$ cat src/rtl/pp_accumulator_pkg.sv
// Shared types for the shift-add partial-product accumulator.
// Optional macro PP_ACCUMULATOR_EARLY_TERM_EN is consumed by pp_accumulator, not here.
package pp_acc_pkg;

  localparam int PP_N = 16;

  typedef enum logic [1:0] {
    IDLE  = 2'd0,
    ACCUM = 2'd1,
    DONE  = 2'd2
  } pp_acc_state_t;

  typedef logic [PP_N-1:0][PP_N-1:0] pp_array_t;

  function automatic int idx_width(input int n);
    return $clog2(n);
  endfunction

endpackage

$ cat src/rtl/pp_accumulator_if.sv
// Operand/result handshake bundle between the partial-product source, the accumulator and the result consumer.
interface pp_accumulator_if #(
  parameter int N = 16
);

  logic                  in_valid;
  logic                  in_ready;
  logic [N-1:0][N-1:0]   pp;
  logic [N-1:0]          mult;
  logic                  out_valid;
  logic                  out_ready;
  logic [N-1:0]          product;
  logic                  busy;

  modport master (
    output in_valid, pp, mult, out_ready,
    input  in_ready, out_valid, product, busy
  );

  modport slave (
    input  in_valid, pp, mult, out_ready,
    output in_ready, out_valid, product, busy
  );

endinterface

$ cat src/rtl/pp_accumulator_select_add.sv
// Combinational step of the accumulator: adds the indexed partial product when its multiplier bit is set.
module pp_select_add #(
  parameter int N     = 16,
  parameter int IDX_W = 4
) (
  input  logic [N-1:0]          acc,
  input  logic [N-1:0][N-1:0]   pp_r,
  input  logic [N-1:0]          mult_r,
  input  logic [IDX_W-1:0]      idx,
  output logic [N-1:0]          sum
);

  // Carry out of bit N-1 is intentionally dropped: result is the product mod 2^N.
  always_comb begin
    sum = acc;
    if (mult_r[idx]) begin
      sum = acc + pp_r[idx];
    end else begin
      sum = acc;
    end
  end

endmodule

$ cat src/rtl/pp_accumulator.sv
// Sequential shift-add accumulator: one partial product per cycle into an N-bit running product.
// Define PP_ACCUMULATOR_EARLY_TERM_EN to stop once no higher multiplier bits remain.
module pp_accumulator
  import pp_acc_pkg::*;
#(
  parameter int N = PP_N
) (
  input  logic                 clk,
  input  logic                 rst,
  pp_accumulator_if.slave      bus
);

  localparam int IDX_W = idx_width(N);

  pp_acc_state_t         state;
  logic [N-1:0][N-1:0]   pp_r;
  logic [N-1:0]          mult_r;
  logic [N-1:0]          acc;
  logic [IDX_W-1:0]      idx;
  logic                  out_valid;
  logic [N-1:0]          product;
  logic [N-1:0]          sum;
  logic                  last_step;

  pp_select_add #(
    .N     (N),
    .IDX_W (IDX_W)
  ) u_select_add (
    .acc    (acc),
    .pp_r   (pp_r),
    .mult_r (mult_r),
    .idx    (idx),
    .sum    (sum)
  );

  // Decide whether the current ACCUM edge is the final one.
  always_comb begin
    last_step = 1'b0;
`ifdef PP_ACCUMULATOR_EARLY_TERM_EN
    if ((idx == IDX_W'(N - 1)) || ((mult_r >> (32'(idx) + 32'd1)) == '0)) begin
      last_step = 1'b1;
    end else begin
      last_step = 1'b0;
    end
`else
    if (idx == IDX_W'(N - 1)) begin
      last_step = 1'b1;
    end else begin
      last_step = 1'b0;
    end
`endif
  end

  // Control FSM, operand snapshot, index counter and registered result.
  always_ff @(posedge clk) begin
    if (rst) begin
      state     <= IDLE;
      pp_r      <= '0;
      mult_r    <= '0;
      acc       <= '0;
      idx       <= '0;
      out_valid <= 1'b0;
      product   <= '0;
    end else begin
      case (state)
        IDLE: begin
          if (bus.in_valid) begin
            pp_r   <= bus.pp;
            mult_r <= bus.mult;
            acc    <= '0;
            idx    <= '0;
`ifdef PP_ACCUMULATOR_EARLY_TERM_EN
            if (bus.mult == '0) begin
              state     <= DONE;
              product   <= '0;
              out_valid <= 1'b1;
            end else begin
              state <= ACCUM;
            end
`else
            state <= ACCUM;
`endif
          end
        end
        ACCUM: begin
          acc <= sum;
          idx <= idx + IDX_W'(1);
          if (last_step) begin
            state     <= DONE;
            product   <= sum;
            out_valid <= 1'b1;
          end
        end
        DONE: begin
          if (bus.out_ready) begin
            out_valid <= 1'b0;
            state     <= IDLE;
          end
        end
        default: begin
          state     <= IDLE;
          out_valid <= 1'b0;
        end
      endcase
    end
  end

  assign bus.in_ready  = (state == IDLE);
  assign bus.busy      = (state == ACCUM) || (state == DONE);
  assign bus.out_valid = out_valid;
  assign bus.product   = product;

endmodule
$ cat src/flat_wrapper.sv
// flat-port wrapper written by rule: the top's interface ports become plain ports
module pp_accumulator_flat import pp_acc_pkg::*;
#(
  parameter int N = PP_N
)
  (clk, rst, bus_in_valid, bus_pp, bus_mult, bus_out_ready, bus_in_ready, bus_out_valid, bus_product, bus_busy);
  pp_accumulator_if #(.N(N)) bus_i ();
  input  logic clk;
  input  logic rst;
  input wire logic [$bits(bus_i.in_valid)-1:0] bus_in_valid;
  input wire logic [$bits(bus_i.pp)-1:0] bus_pp;
  input wire logic [$bits(bus_i.mult)-1:0] bus_mult;
  input wire logic [$bits(bus_i.out_ready)-1:0] bus_out_ready;
  output wire logic [$bits(bus_i.in_ready)-1:0] bus_in_ready;
  output wire logic [$bits(bus_i.out_valid)-1:0] bus_out_valid;
  output wire logic [$bits(bus_i.product)-1:0] bus_product;
  output wire logic [$bits(bus_i.busy)-1:0] bus_busy;
  assign bus_i.in_valid = bus_in_valid;
  assign bus_i.pp = bus_pp;
  assign bus_i.mult = bus_mult;
  assign bus_i.out_ready = bus_out_ready;
  assign bus_in_ready = bus_i.in_ready;
  assign bus_out_valid = bus_i.out_valid;
  assign bus_product = bus_i.product;
  assign bus_busy = bus_i.busy;
  pp_accumulator #(.N(N)) u_core (.clk(clk), .rst(rst), .bus(bus_i));
endmodule
$ cat config.mk
export PLATFORM = sky130hd
export DESIGN_NAME = pp_accumulator_flat
export DESIGN_NICKNAME = d
export VERILOG_FILES = /design/src/rtl/pp_accumulator_pkg.sv /design/src/rtl/pp_accumulator_if.sv /design/src/rtl/pp_accumulator_select_add.sv /design/src/rtl/pp_accumulator.sv /design/src/flat_wrapper.sv
export SDC_FILE = /design/constraint.sdc
export NUM_CORES = 1
export LEC_CHECK = 0
export BUFFER_PORTS_ARGS = -buffer_cell sky130_fd_sc_hd__buf_4
export CORE_UTILIZATION = 55
export CTS_BUF_LIST = sky130_fd_sc_hd__clkbuf_4 sky130_fd_sc_hd__clkbuf_8
export DETAILED_ROUTE_END_ITERATION = 8
export PLACE_DENSITY_LB_ADDON = 0.2
export SKIP_CTS_REPAIR_TIMING = 1
export SYNTH_ARGS = -nofsm -noshare
export SYNTH_HDL_FRONTEND = slang
export SYNTH_SLANG_ARGS = --single-unit
$ cat constraint.sdc
create_clock -name clk -period 6.7 [get_ports clk]
set_clock_uncertainty 0.15 [all_clocks]
set_input_delay 1.005 -clock clk [delete_from_list [all_inputs] [get_ports clk]]
set_output_delay 1.005 -clock clk [all_outputs]
set_load 0.01 [all_outputs]
==> impl_metrics.yaml <==
placement:
  hpwl_um: 29600
  placedCellCount: 2071
  place_congestion: 0.876
  place_area_um2: 15800
  pre_cts_ws_ns: 1.99
  port_buffers: 294
layout:
  num-nets-final: 2095
  drive_gt1_share_pct: 26.4
  insertedDiodeCount: 0
  design_area_um2: 16900
  fillCellCount: 2007
  fin_util_pct: 69.8
  multi_input_area_um2: 6850
  final_cells: 2159
  area.growth.synth_to_final_pct: 24.5
  area.sequential_um2: 6230
route:
  vias: 12200
  avgViaCountPerCell: 5.67
  drt_iter0_drc: 1035
  route.detailed.drc: 0
  routedWlPerCell_um: 19.0
  routed_wl_um: 41000
  first_pass_iters: 5
  dr_wl_met3_um: 2990
  wl_met1_um: 16900
  met2_length_um: 20100
  top_layer: "met4"
  ant_nets: 0
worst_setup_path:
  cp_max_fo: 51
  rr_worst_depth: 11
  cp_common_cell: "mux4_2"
  path_class: "register to register"
  r2r_end: "u_core.bus.product[15]$_SDFFE_PP0P_"
  crit_path_max_incr_delay_ns: 0.98
  critPathLaunchType: "register"
  r2r_start: "u_core.idx[0]$_SDFFE_PP0P_"
  reg2reg_setup_slack_ns: 1.99
  cp_cell_sequence: "buf_4 -> mux4_2 -> mux4_2 -> ha_1 -> nand3_1 -> nor3_1 -> a21oi_1 -> a221oi_2 -> xnor2_2 -> or3_1 -> a311oi_2"
  end_kind: "register"
  cp_data_arrival_time_ns: 5.03
  crit_slowest_cell: "dfxtp_4"
  cp.required_ns: 7.02
floorplanning:
  num_rows: 57
  die_h_um: 159
  ios: 295
  fp.dieW_um: 159
  initial_core_util_pct: 56.0
  core_um2: 24200
  fp.dieArea_um2: 25300
clock_tree:
  clock_latency_ns: 0.59
  numCtsBuffers: 50
  cts.sinks: 311
  path_clk_slew_ns: 0.06
  htree_levels: 2
  clk_path_buf_depth: 3
  cts_tree: "yes"
  cts_root_buf: "clkbuf_8"
synth:
  ys_warn_count: 0
  synthArstFlopShare_pct: 0
  seq_area_frac_synth_pct: 45.8
  syn_area_um2: 13600
  ys_top_cells_by_count: "nand2_1 (557), a21oi_1 (311), dfxtp_1 (311), clkbuf_1 (100), mux4_2 (80)"
  yosysTopAreaCellShare_pct: 45.8
  synth_top_area_cell: "dfxtp_1"
  synthDistinctLibCells: 52
  synth.most_common_cell: "nand2_1"
  ys_dominant_reg_cell: "dfxtp_1"
  synth_edf_count: 0
  synth-seq-cells: 311
  synthTopCellsByArea: "dfxtp_1 (46%), nand2_1 (15%), mux4_2 (13%)"
  syn_nets: 1860
  syn_area_per_cell_um2: 8.69
  syn_inst: 1564
timing:
  hold_ws_ns: 0.303
  hold_violations: 0
  period_minus_slack_ns: 4.71
  maxSlewViolCount: 0
  setup_viol: 0
  rsz0062_at_grt: "no"
  worstMarginPinSlew_ns: 1.15
  setup_tns_ns: 0
  max-slew-margin-rel_pct: 23.6
  finalCritPeriodShare_pct: 70.3
  fin_ws_ns: 1.99
  max_freq_mhz: 212
hold_path:
  min_path_type: "register to register"
  whs_path_depth: 2
  hold_end: "u_core.pp_r[26]$_SDFFE_PP0P_"
  min_from: "u_core.pp_r[26]$_SDFFE_PP0P_"
power:
  p_per_area_nw_per_um2: 257
  ir_drop_uv: 155
  power.total_mw: 4.34
  leakage_nw: 6.88
grt:
  grt_max_degree: 191
  grt_pass1_vias: 11700
  antenna_found_initial: 1
  grt_pass1_wl_um: 63000
  overflow: 0
  grt.total_usage_pct: 31.9
status:
  status: "finished, final reports clean"
run:
  max-cap-violations: 0
registers in the layout, summed over array words and instances, names as in the netlist:
register,count
u_core.idx,4
u_core.state,2
u_core.bus.out_valid,1
u_core.pp_r,256
u_core.mult_r,16
u_core.bus.product,16
u_core.acc,16
cell families (layout without fill, tap and decap cells):
logic type | count (synthesis) | in the layout | synth area share (%)
AOI/OAI and AO/OA | 383 | 383 | 15.3
xor gates and xnor gates | 10 | 10 | 0.700
adders and majority gates | 20 | 20 | 1.90
buffers and inverters | 129 | 400 | 3.84
DFF | 311 | 311 | 45.8
muxes | 95 | 95 | 14.9
and+or+nand+nor | 616 | 616 | 17.6
worst max-delay path, delay by kind of cell (launching register included):
| family | cells | cell delay (ns) |
|---|---|---|
| AND/OR/NAND/NOR | 3 | 0.71 |
| buffers and inverters | 1 | 0.46 |
| adder cells (fa/ha/maj) | 1 | 0.40 |
| multiplexers | 2 | 1.01 |
| XOR/XNOR | 1 | 0.13 |
| flip-flops | 1 | 0.98 |
| AO/OA/AOI/OAI | 3 | 0.77 |
per-layer routing:
metal / vias to the layer above / track usage, %
met5: - / 0
met4: 0 / 10.6
met2: 483 / 54.2
li1: 5841 / -
met1: 5844 / 41.2
met3: 66 / 5.94
cell usage in the layout, fill, tap and decap left out, types with 3 or more instances in the layout:
| master | count |
|---|---|
| clkbuf_4 | 17 |
| o21ai_1 | 3 |
| xnor2_1 | 4 |
| clkbuf_8 | 65 |
| or4_1 | 3 |
| nand2b_1 | 3 |
| dfxtp_1 | 309 |
| mux4_2 | 80 |
| nor2b_1 | 5 |
| a22o_1 | 10 |
| nor2_1 | 23 |
| nand2_1 | 556 |
| nor3_1 | 4 |
| nand4_1 | 4 |
| xor2_1 | 5 |
| a22oi_1 | 3 |
| a21o_1 | 9 |
| a31oi_1 | 3 |
| clkinv_2 | 3 |
| o21ai_0 | 20 |
| ha_1 | 19 |
| o211ai_1 | 4 |
| a21oi_1 | 311 |
| mux4_1 | 4 |
| mux2i_1 | 10 |
| buf_4 | 301 |
| inv_1 | 6 |
| a211oi_1 | 6 |
| nand3_1 | 9 |
worst max path at each step:
stage	start	endpoint	slack, ns	depth (start not counted)
after CTS	u_core.idx[0]$_SDFFE_PP0P_	u_core.bus.product[15]$_SDFFE_PP0P_	1.96	11
after detailed placement	u_core.idx[0]$_SDFFE_PP0P_	u_core.bus.product[15]$_SDFFE_PP0P_	1.99	11
final	u_core.idx[0]$_SDFFE_PP0P_	u_core.bus.product[15]$_SDFFE_PP0P_	1.99	11
after global routing	u_core.idx[0]$_SDFFE_PP0P_	u_core.bus.product[15]$_SDFFE_PP0P_	1.65	11
after floorplan	u_core.idx[1]$_SDFFE_PP0P_	u_core.acc[14]$_SDFFE_PP0P_	2.22	15
after global placement	u_core.idx[0]$_SDFFE_PP0P_	u_core.bus.product[15]$_SDFFE_PP0P_	1.99	11
report_power, final:
group | leakage, nW | switching (mW) | total (mW) | internal, mW
Combinational | 3.75 | 0.304 | 0.571 | 0.267
Sequential | 2.55 | 0.0794 | 2.04 | 1.96
Clock | 0.575 | 0.739 | 1.73 | 0.990
final cells by class:
cell class / instances / share of cell area (%)
clock buffer: 81 / 5.96
clock inverter: 7 / 0.429
multi-input combinational: 1124 / 40.5
sequential: 311 / 36.9
timing repair buffer: 304 / 13.7
tap: 324 / 2.40
inverter: 8 / 0.178
(Power assumes the default switching activity.)
